--- config.mk ---
export PLATFORM = sky130hd
export DESIGN_NAME = instr_fetch
export DESIGN_NICKNAME = d
export VERILOG_FILES = /design/src/rtl/riscv_pkg.sv /design/src/rtl/instr_fetch_pc_reg.sv /design/src/rtl/instr_fetch.sv
export SDC_FILE = /design/constraint.sdc
export NUM_CORES = 1
export LEC_CHECK = 0
export CAP_MARGIN = 5
export CORE_ASPECT_RATIO = 1.4
export CORE_MARGIN = 5
export CORE_UTILIZATION = 35
export DETAILED_ROUTE_END_ITERATION = 10
export PLACE_DENSITY = 0.79
export SLEW_MARGIN = 20
export SYNTH_ARGS = -nofsm -noshare
export SYNTH_HDL_FRONTEND = slang
export SYNTH_HIERARCHICAL = 1
export SYNTH_SLANG_ARGS = --single-unit
--- constraint.sdc ---
create_clock -name clk -period 1.8 [get_ports clk]
set_input_delay 0.18 -clock clk [delete_from_list [all_inputs] [get_ports clk]]
set_output_delay 0.18 -clock clk [all_outputs]
set_load 0.05 [all_outputs]
--- src/rtl/riscv_pkg.sv ---
// Shared RV32 constants for the fetch stage: data width, canonical NOP and reset vector.
package riscv_pkg;

    localparam int XLEN = 32;
    localparam logic [XLEN-1:0] NOP_INSTR    = 32'h0000_0013;
    localparam logic [XLEN-1:0] RESET_VECTOR = 32'h0000_0000;

    // Instruction memory is word addressed; byte PCs drop their two low bits.
    function automatic logic [XLEN-1:0] word_index(input logic [XLEN-1:0] byte_addr);
        return byte_addr >> 2;
    endfunction

    function automatic logic [XLEN-1:0] align_word(input logic [XLEN-1:0] byte_addr);
        return byte_addr & ~32'h0000_0003;
    endfunction

endpackage

--- src/rtl/instr_fetch_pc_reg.sv ---
// Program counter flop: reset to a vector, load an aligned redirect target,
// hold, or advance by one instruction (wraps silently at 2^32).
module instr_fetch_pc_reg
    import riscv_pkg::*;
#(
    parameter logic [31:0] RESET_PC = RESET_VECTOR
) (
    input  logic            clk,
    input  logic            rst,
    input  logic            load,
    input  logic [XLEN-1:0] load_addr,
    input  logic            hold,
    output logic [XLEN-1:0] pc
);

    logic [XLEN-1:0] pc_q;
    logic [XLEN-1:0] pc_d;

    // Priority: load beats hold, so a redirect always lands even while decode is stalled.
    always_comb begin
        pc_d = pc_q;
        if (load) begin
            pc_d = align_word(load_addr);
        end else if (!hold) begin
            pc_d = pc_q + 32'd4;
        end
    end

    always_ff @(posedge clk) begin
        if (rst) begin
            pc_q <= align_word(RESET_PC);
        end else begin
            pc_q <= pc_d;
        end
    end

    assign pc = pc_q;

endmodule

--- src/rtl/instr_fetch.sv ---
// RV32 fetch stage: PC, instruction memory address, IF/ID register, fault flag.
// Define IFETCH_PERF_EN to build the fetch/stall performance counters.
module instr_fetch
    import riscv_pkg::*;
#(
    parameter logic [31:0] RESET_PC  = RESET_VECTOR,
    parameter int          MEM_WORDS = 30
) (
    input  logic            clk,
    input  logic            rst,
    input  logic            Stall,
    input  logic            Redirect,
    input  logic [XLEN-1:0] Redirect_PC,
    output logic [XLEN-1:0] Mem_Addr,
    input  logic [XLEN-1:0] Mem_Instr,
    output logic [XLEN-1:0] IF_PC,
    output logic [XLEN-1:0] IF_Instr,
    output logic            IF_Valid,
    output logic            Fetch_Fault,
    output logic [XLEN-1:0] Fetch_Count,
    output logic [XLEN-1:0] Stall_Count
);

    localparam logic [XLEN-1:0] MEM_LIMIT = 32'(MEM_WORDS);

    logic [XLEN-1:0] pc_q;
    logic            in_range;
    logic            advance;
    logic            latch_valid;

    // IF/ID handshake: IF_Valid marks a real instruction; Stall from decode freezes
    // the register and PC; Redirect flushes IF/ID to a bubble regardless of Stall.
    assign advance     = !Redirect && !Stall;
    assign in_range    = Mem_Addr < MEM_LIMIT;
    assign latch_valid = advance && in_range;

    instr_fetch_pc_reg #(
        .RESET_PC (RESET_PC)
    ) u_pc_reg (
        .clk       (clk),
        .rst       (rst),
        .load      (Redirect),
        .load_addr (Redirect_PC),
        .hold      (Stall),
        .pc        (pc_q)
    );

    assign Mem_Addr = word_index(pc_q);

    always_ff @(posedge clk) begin
        if (rst) begin
            IF_PC    <= '0;
            IF_Instr <= NOP_INSTR;
            IF_Valid <= 1'b0;
        end else if (Redirect) begin
            IF_PC    <= '0;
            IF_Instr <= NOP_INSTR;
            IF_Valid <= 1'b0;
        end else if (!Stall) begin
            IF_PC <= pc_q;
            // Out-of-range words are never sampled, so X from memory cannot leak into decode.
            if (in_range) begin
                IF_Instr <= Mem_Instr;
                IF_Valid <= 1'b1;
            end else begin
                IF_Instr <= NOP_INSTR;
                IF_Valid <= 1'b0;
            end
        end
    end

    always_ff @(posedge clk) begin
        if (rst) begin
            Fetch_Fault <= 1'b0;
        end else if (advance && !in_range) begin
            Fetch_Fault <= 1'b1;
        end
    end

`ifdef IFETCH_PERF_EN
    always_ff @(posedge clk) begin
        if (rst) begin
            Fetch_Count <= '0;
            Stall_Count <= '0;
        end else begin
            if (latch_valid) begin
                Fetch_Count <= Fetch_Count + 32'd1;
            end
            if (Stall) begin
                Stall_Count <= Stall_Count + 32'd1;
            end
        end
    end
`else
    assign Fetch_Count = '0;
    assign Stall_Count = '0;
`endif

endmodule

==> flow_summary_export.csv <==
group,metric,value,unit
yosys,synth_area_leaders,"sky130_fd_sc_hd__dfxtp_1 (40%), sky130_fd_sc_hd__buf_4 (11%), sky130_fd_sc_hd__mux2i_1 (6.8%), sky130_fd_sc_hd__nand3b_1 (5.1%), sky130_fd_sc_hd__nor2_1 (4.7%)",
yosys,synthesized_area_fraction_occupied_by_adder_cells,0.2583,%
setup_path,critical_path_buf_inv_count,0,
run_status,run_status,"finished with violations",
placed_design,place.gp.congestion,0.8774,
power_and_ir_drop,vdd_ir_drop_max,594.8,uV
clock_tree,tritoncts,"done",
timing,final_setup_fails,5,
setup_path,critical_path.top_delay_family,"simple AND/OR/NAND/NOR gates",
global_route,antenna_found_initial,0,
floorplan,io_pins,230,
setup_path,crit_type,"reg -> reg",
placed_design,dp_cells,921,
worst_hold_path,hold_path_class,"in -> reg",
clock_tree,tritoncts.num_buffers,9,
route,antenna_left,0,
yosys,synth_seq_cells,96,
yosys,yosysWarningCount,6,
timing,timing.final.crit_period,1.845,ns
yosys,largest_family_of_logic_cells_by_synthesized_area,"simple AND/OR/NAND/NOR gates",
final_layout,area.growth.synth_to_final,49.25,%
power_and_ir_drop,post-layout-total-power,5.461,mW
setup_path,cp_common_cell,"sky130_fd_sc_hd__or4_4",
global_route,grt_util_all_layers,17.61,%
final_layout,stdcell_count,941,
route,finalWirelength,14.96,mm
power_and_ir_drop,p_leak,2.794,nW
timing,max_clock_freq,542.1,MHz
clock_tree,clock_insertion_delay_worst_skew,0.35,ns
placed_design,post_dp_cell_area,0.006788,mm^2
timing,finalHoldViolCount,0,
setup_path,cp_max_fo,3,
route,vias_per_cell,4.886,
clock_tree,cts.sink_count,96,
yosys,syn_area,0.004845,mm^2
route,num_vias,4598,
yosys,synth_largest_area_cell,"sky130_fd_sc_hd__dfxtp_1",
timing,final-max-slew-violation-count,0,
yosys,synthesis.instances,551,
clock_tree,cts_max_path_buffers,2,
power_and_ir_drop,cellPowerDensity,755.2,mW/mm^2
final_layout,finalNetCount,820,
final_layout,layout-drive-gt1-share,21.30,%
final_layout,final_design_instance_area_without_fill,0.007231,mm^2
yosys,synth.lib_cells_used.distinct,50,
setup_path,timing.critical_path.from_type,"flop",
global_route,grt_first_pass_wirelength,22.63,mm
floorplan,start_util,35.15,%
run_status,violations,"setup timing",
placed_design,port-buffer-count,161,
job,drv.max_cap_violation_count,0,
global_route,maximum_number_of_pins_on_one_net_before_global_route_repair,72,
yosys,synth_enable_flop_cells,0,
setup_path,critical_path.slowest_cell,"sky130_fd_sc_hd__or4_4",
floorplan,floorplan.die.width,109.4,um
timing,max-slew-margin-rel,51.13,%
yosys,yosys.area.top_type_share,39.67,%
final_layout,antennaDiodeCount,0,
yosys,synth_compound_area_share,11.31,%
floorplan,row_count,51,
setup_path,endpoint_kind,"flop",
route,detail_route.iter0.violations,315,
final_layout,number_of_inserted_filler_cells_in_the_final_layout,1268,
timing,fin_worst_skew,0.01340,ns
yosys,synth_mux_area_share,6.818,%
yosys,postSynth.asyncResetShare,0,%
timing,grt_setup_unrepaired,"true",
yosys,part_of_the_yosys_area_used_for_sequential_elements,39.67,%
floorplan,die_h,149.2,um
yosys,simple_gate_fraction_of_synth_area,25.62,%
route,detail_route.wl_per_cell,15.90,um
floorplan,core,0.01378,mm^2
setup_path,worst-endpoint-arrival,2.09,ns
setup_path,crit_path_cell_trace,"ha_4 -> nand3b_1 -> or4_4 -> or4_4 -> a311oi_2",
yosys,postSynthAreaPerCell,8.792,um^2
setup_path,crit_path_max_incr_delay,0.50,ns
timing,timing.final.ws_setup,-0.04469,ns
route,remaining_drc_errors,0,
timing,worst_slew_pin_slew,0.7331,ns
timing,final.period_utilization,102.5,%
global_route,number_of_global_route_vias_before_repair,4404,
route,firstDrtPassIters,4,
timing,whs,0.3922,ns
floorplan,floorplan.die_area,0.01633,mm^2
setup_path,worst_endpoint_required_time,2.05,ns
clock_tree,cts.reportedPaths.clkPinSlew,0.07,ns
placed_design,detailed_place_hpwl,11.07,mm
clock_tree,cts_htree_levels,3,
global_route,overflow,0,
yosys,synth-xor-area-share,1.808,%
yosys,yosys_most_used_dff,"sky130_fd_sc_hd__dfxtp_1",
clock_tree,cts_hold_repair.buffers,0,
clock_tree,cts_root_buffer,"sky130_fd_sc_hd__clkbuf_16",
==> synth_stat cells, types with 8 or more instances <==
cell                       count
sky130_fd_sc_hd__a211oi_1     12
sky130_fd_sc_hd__a311oi_1      9
sky130_fd_sc_hd__and4_1       10
sky130_fd_sc_hd__buf_4        68
sky130_fd_sc_hd__clkbuf_1     25
sky130_fd_sc_hd__dfxtp_1      96
sky130_fd_sc_hd__inv_1        11
sky130_fd_sc_hd__mux2i_1      33
sky130_fd_sc_hd__nand2_1      13
sky130_fd_sc_hd__nand3_1      34
sky130_fd_sc_hd__nand3b_1     33
sky130_fd_sc_hd__nand4_1      10
sky130_fd_sc_hd__nor2_1       61
sky130_fd_sc_hd__nor3_1        9
sky130_fd_sc_hd__nor4_1       12
sky130_fd_sc_hd__o21ai_1      29
sky130_fd_sc_hd__or3_1         8
==> layer usage <==
metal	global-route usage, %	vias up	part of all wire (%)
met4	6.114	0	2.2
met2	30.96	185	51
li1	-	2244	-
met1	19.41	2145	38
met5	0	-	0
met3	6.150	24	8.8
==> through the flow <==
stage | TNS, ns | utilization, % | setup slack (ns)
2_1_floorplan | -0.3725 | - | -0.1787
3_3_place_gp | -0.02432 | 49.25 | -0.01535
3_5_place_dp | -0.1701 | 49.25 | -0.05671
4_1_cts | -0.07475 | 51.74 | -0.03281
5_1_grt | -0.4936 | 52.46 | -0.09502
6_report | -0.1282 | 52.46 | -0.04469
==> area by class of cell <==
| class | instances | area, um^2 | area share, % |
|---|---|---|---|
| inverters | 11 | 41.29 | 0.5710 |
| flip-flops and latches | 96 | 2004 | 27.72 |
| repair buffers | 226 | 2049 | 28.34 |
| well taps | 185 | 231.5 | 3.201 |
| multi-input cells | 407 | 2609 | 36.08 |
| clock buffers | 10 | 229.0 | 3.167 |
| clock inverters | 6 | 66.31 | 0.9171 |
==> cell usage in the layout, fill, tap and decap left out, drive strengths merged, types with 2 or more instances in the layout <==
cell             n
clkdlybuf4s50  129
dfxtp           96
buf             95
conb            68
nor2            61
o21ai           36
nand3           34
mux2i           33
nand3b          33
inv             14
nand2           13
nand4           13
a211oi          12
nor4            12
nor3            10
clkbuf          10
and4            10
a311oi           9
or3              8
a2111oi          8
xnor2            5
xor2             5
a21oi            5
or4              4
o41a             3
nor2b            3
and3             3
o31ai            3
or2              2
clkinv           2
dlygate4sd2      2
nand4b           2
nand2b           2
==> final timing paths <==
check | start | to | slack [ns] | depth (start not counted)
max | u_pc_reg/pc[2] | u_pc_reg/pc[26] | -0.04 | 5
min | Redirect_PC[2] | u_pc_reg/pc[2] | 0.39 | 3
max reg2reg | u_pc_reg/pc[2] | u_pc_reg/pc[26] | -0.04 | 5
min reg2reg | IF_Instr[3] | IF_Instr[3] | 0.47 | 2
==> power by group <==
part	total [mW]	switching [mW]	internal, mW
sequential	2.25	0.0667	2.18
combinational	1.26	0.854	0.409
clock	1.95	0.864	1.09
==> timing repair <==
item                                    in CTS  in global routing
endpoints found under the hold margin        0                  0
pin swaps                                    9                  8
gates cloned                                 0                  0
gates resized for setup                      9                 18
setup buffers                                3                  1
endpoints found under the setup margin      11                 16
==> worst min-delay path, delay by kind of cell <==
family          cells  cell delay [ns]
buf+inv             1             0.39
compound gates      1             0.05
simple gates        1             0.06
==> flip-flops by register name, indices dropped and copies added (netlist names) <==
register,cells
u_pc_reg/pc,30
Fetch_Fault,1
IF_Valid,1
IF_PC,32
IF_Instr,32
==> cell families (layout without fill, tap and decap cells) <==
group | Yosys count | after routing
other cells | 2 | 68
buf+inv | 114 | 253
simple gates | 214 | 214
fa+ha+maj | 1 | 1
mux | 33 | 33
compound gates | 81 | 81
xor+xnor | 10 | 10
flops | 96 | 96
(Power assumes the default switching activity.)
==> patch, RTL diff (same flow settings) <==
Add a define of `IFETCH_PERF_EN`.
--- a/src/rtl/instr_fetch.sv
+++ b/src/rtl/instr_fetch.sv
@@ -1,5 +1,7 @@
 // RV32 fetch stage: PC, instruction memory address, IF/ID register, fault flag.
 // Define IFETCH_PERF_EN to build the fetch/stall performance counters.
+`define IFETCH_PERF_EN
+
 module instr_fetch
     import riscv_pkg::*;
 #(
Check against the original RTL: not equivalent (a bounded check fails within 4 cycles, from zero or initial values and one cycle with rst high).
==> patch against the unedited design <==
The flow still finishes with violations (setup timing); wire length grew 67%; worst setup slack worse by 440 ps; count of clock-buffer cells in the layout increased by 13; utilization is 8.3 points higher; synthesized area rose by 44%; critical path depth grew 1; power grew 56%; global-route usage is 3.0 points higher; sequential cell count is 64 higher; cell area grew 66%; largest cell class unchanged.
==> patch: results (changes against the unedited design) <==
status finished with violations (unchanged); failing checks setup timing (unchanged); WHS 203.1 ps (was 392.2 ps); R2R depth 6 (was 5); met1 GRT Util 23.75% (was 19.41%); Final Setup Violations 69 (was 5); VDD IR max 0.0005619 V (was 0.0005948 V); Final #Nets 1204 (was 820); internal power 0.006226 W (was 0.003677 W); Clock-cell share 4.941% (was 4.084%); initial antenna violation count 1 (was 0); Non-Filler Instances 1399 (was 941); final worst slack -485.8 ps (was -44.69 ps); DR iter-0 viols 478 (was 315); CLK BUF 23 (was 10); FFs & Latches 160 (was 96); First-pass DRT Iterations 5 (was 4); #MultiIn Comb 547 (was 407); r2r startpoint u_pc_reg/pc[16] (was u_pc_reg/pc[2]); final core utilization 60.73% (was 52.46%); Leakage 5.584 nW (was 2.794 nW); cts bufs inserted 17 (was 9); Fillers 1591 (was 1268); Tap Cells 252 (was 185); Achievable Freq 0.4375 GHz (was 0.5421 GHz); Slew Limit Headroom 62.80% (was 51.13%); CP max FO 5 (was 3)
[patch: changes by cell type after synthesis, moves of 23 or more]
cell	unedited run	this run
nor2_1	61	110
a22o_1	1	29
dfxtp_1	96	160
nand2_1	13	36
o21ai_1	29	0
buf_4	68	4
nand3b_1	33	1
xnor2_1	5	38
[patch: kinds of logic (layout without fill, tap and decap cells)]
| kind of cell | count (synthesis) | after routing | synth area share (%) |
|---|---|---|---|
| muxes | 37 | 37 | 5.318 |
| other | 2 | 5 | 0.1075 |
| buffers and inverters | 75 | 439 | 4.333 |
| DFF | 160 | 160 | 45.84 |
| and+or+nand+nor | 332 | 332 | 25.41 |
| AOI/OAI and AO/OA | 120 | 120 | 12.07 |
| xor gates and xnor gates | 51 | 51 | 6.392 |
| adders and majority gates | 3 | 3 | 0.5372 |
[patch: worst max-delay path by stage]
stage	startpoint	to	cells after the start
after floorplan	Fetch_Count[1]	Fetch_Count[24]	8
after detailed placement	Redirect	Fetch_Count[17]	8
after global routing	u_pc_reg/pc[16]	Fetch_Count[23]	6
after global placement	Redirect	Fetch_Count[17]	8
final	u_pc_reg/pc[16]	Fetch_Count[24]	6
after CTS	u_pc_reg/pc[7]	Fetch_Count[24]	6
[patch: critical path, cell delays in order, from the launching register on]
cell	delay, ps
dfxtp_4	350
nor4_4	310
nand4_1	230
buf_4	220
or4_4	470
or4_4	510
a21oi_2	130
[patch: power by group through the flow]
stage	logic, W	registers (W)	clock network (W)
3_5_place_dp	0.00104	0.00371	0
3_3_place_gp	0.00103	0.00370	0
6_report	0.00122	0.00364	0.00364
5_1_grt	0.00129	0.00364	0.00387
4_1_cts	0.00112	0.00364	0.00372
2_1_floorplan	0.000287	0.00400	0
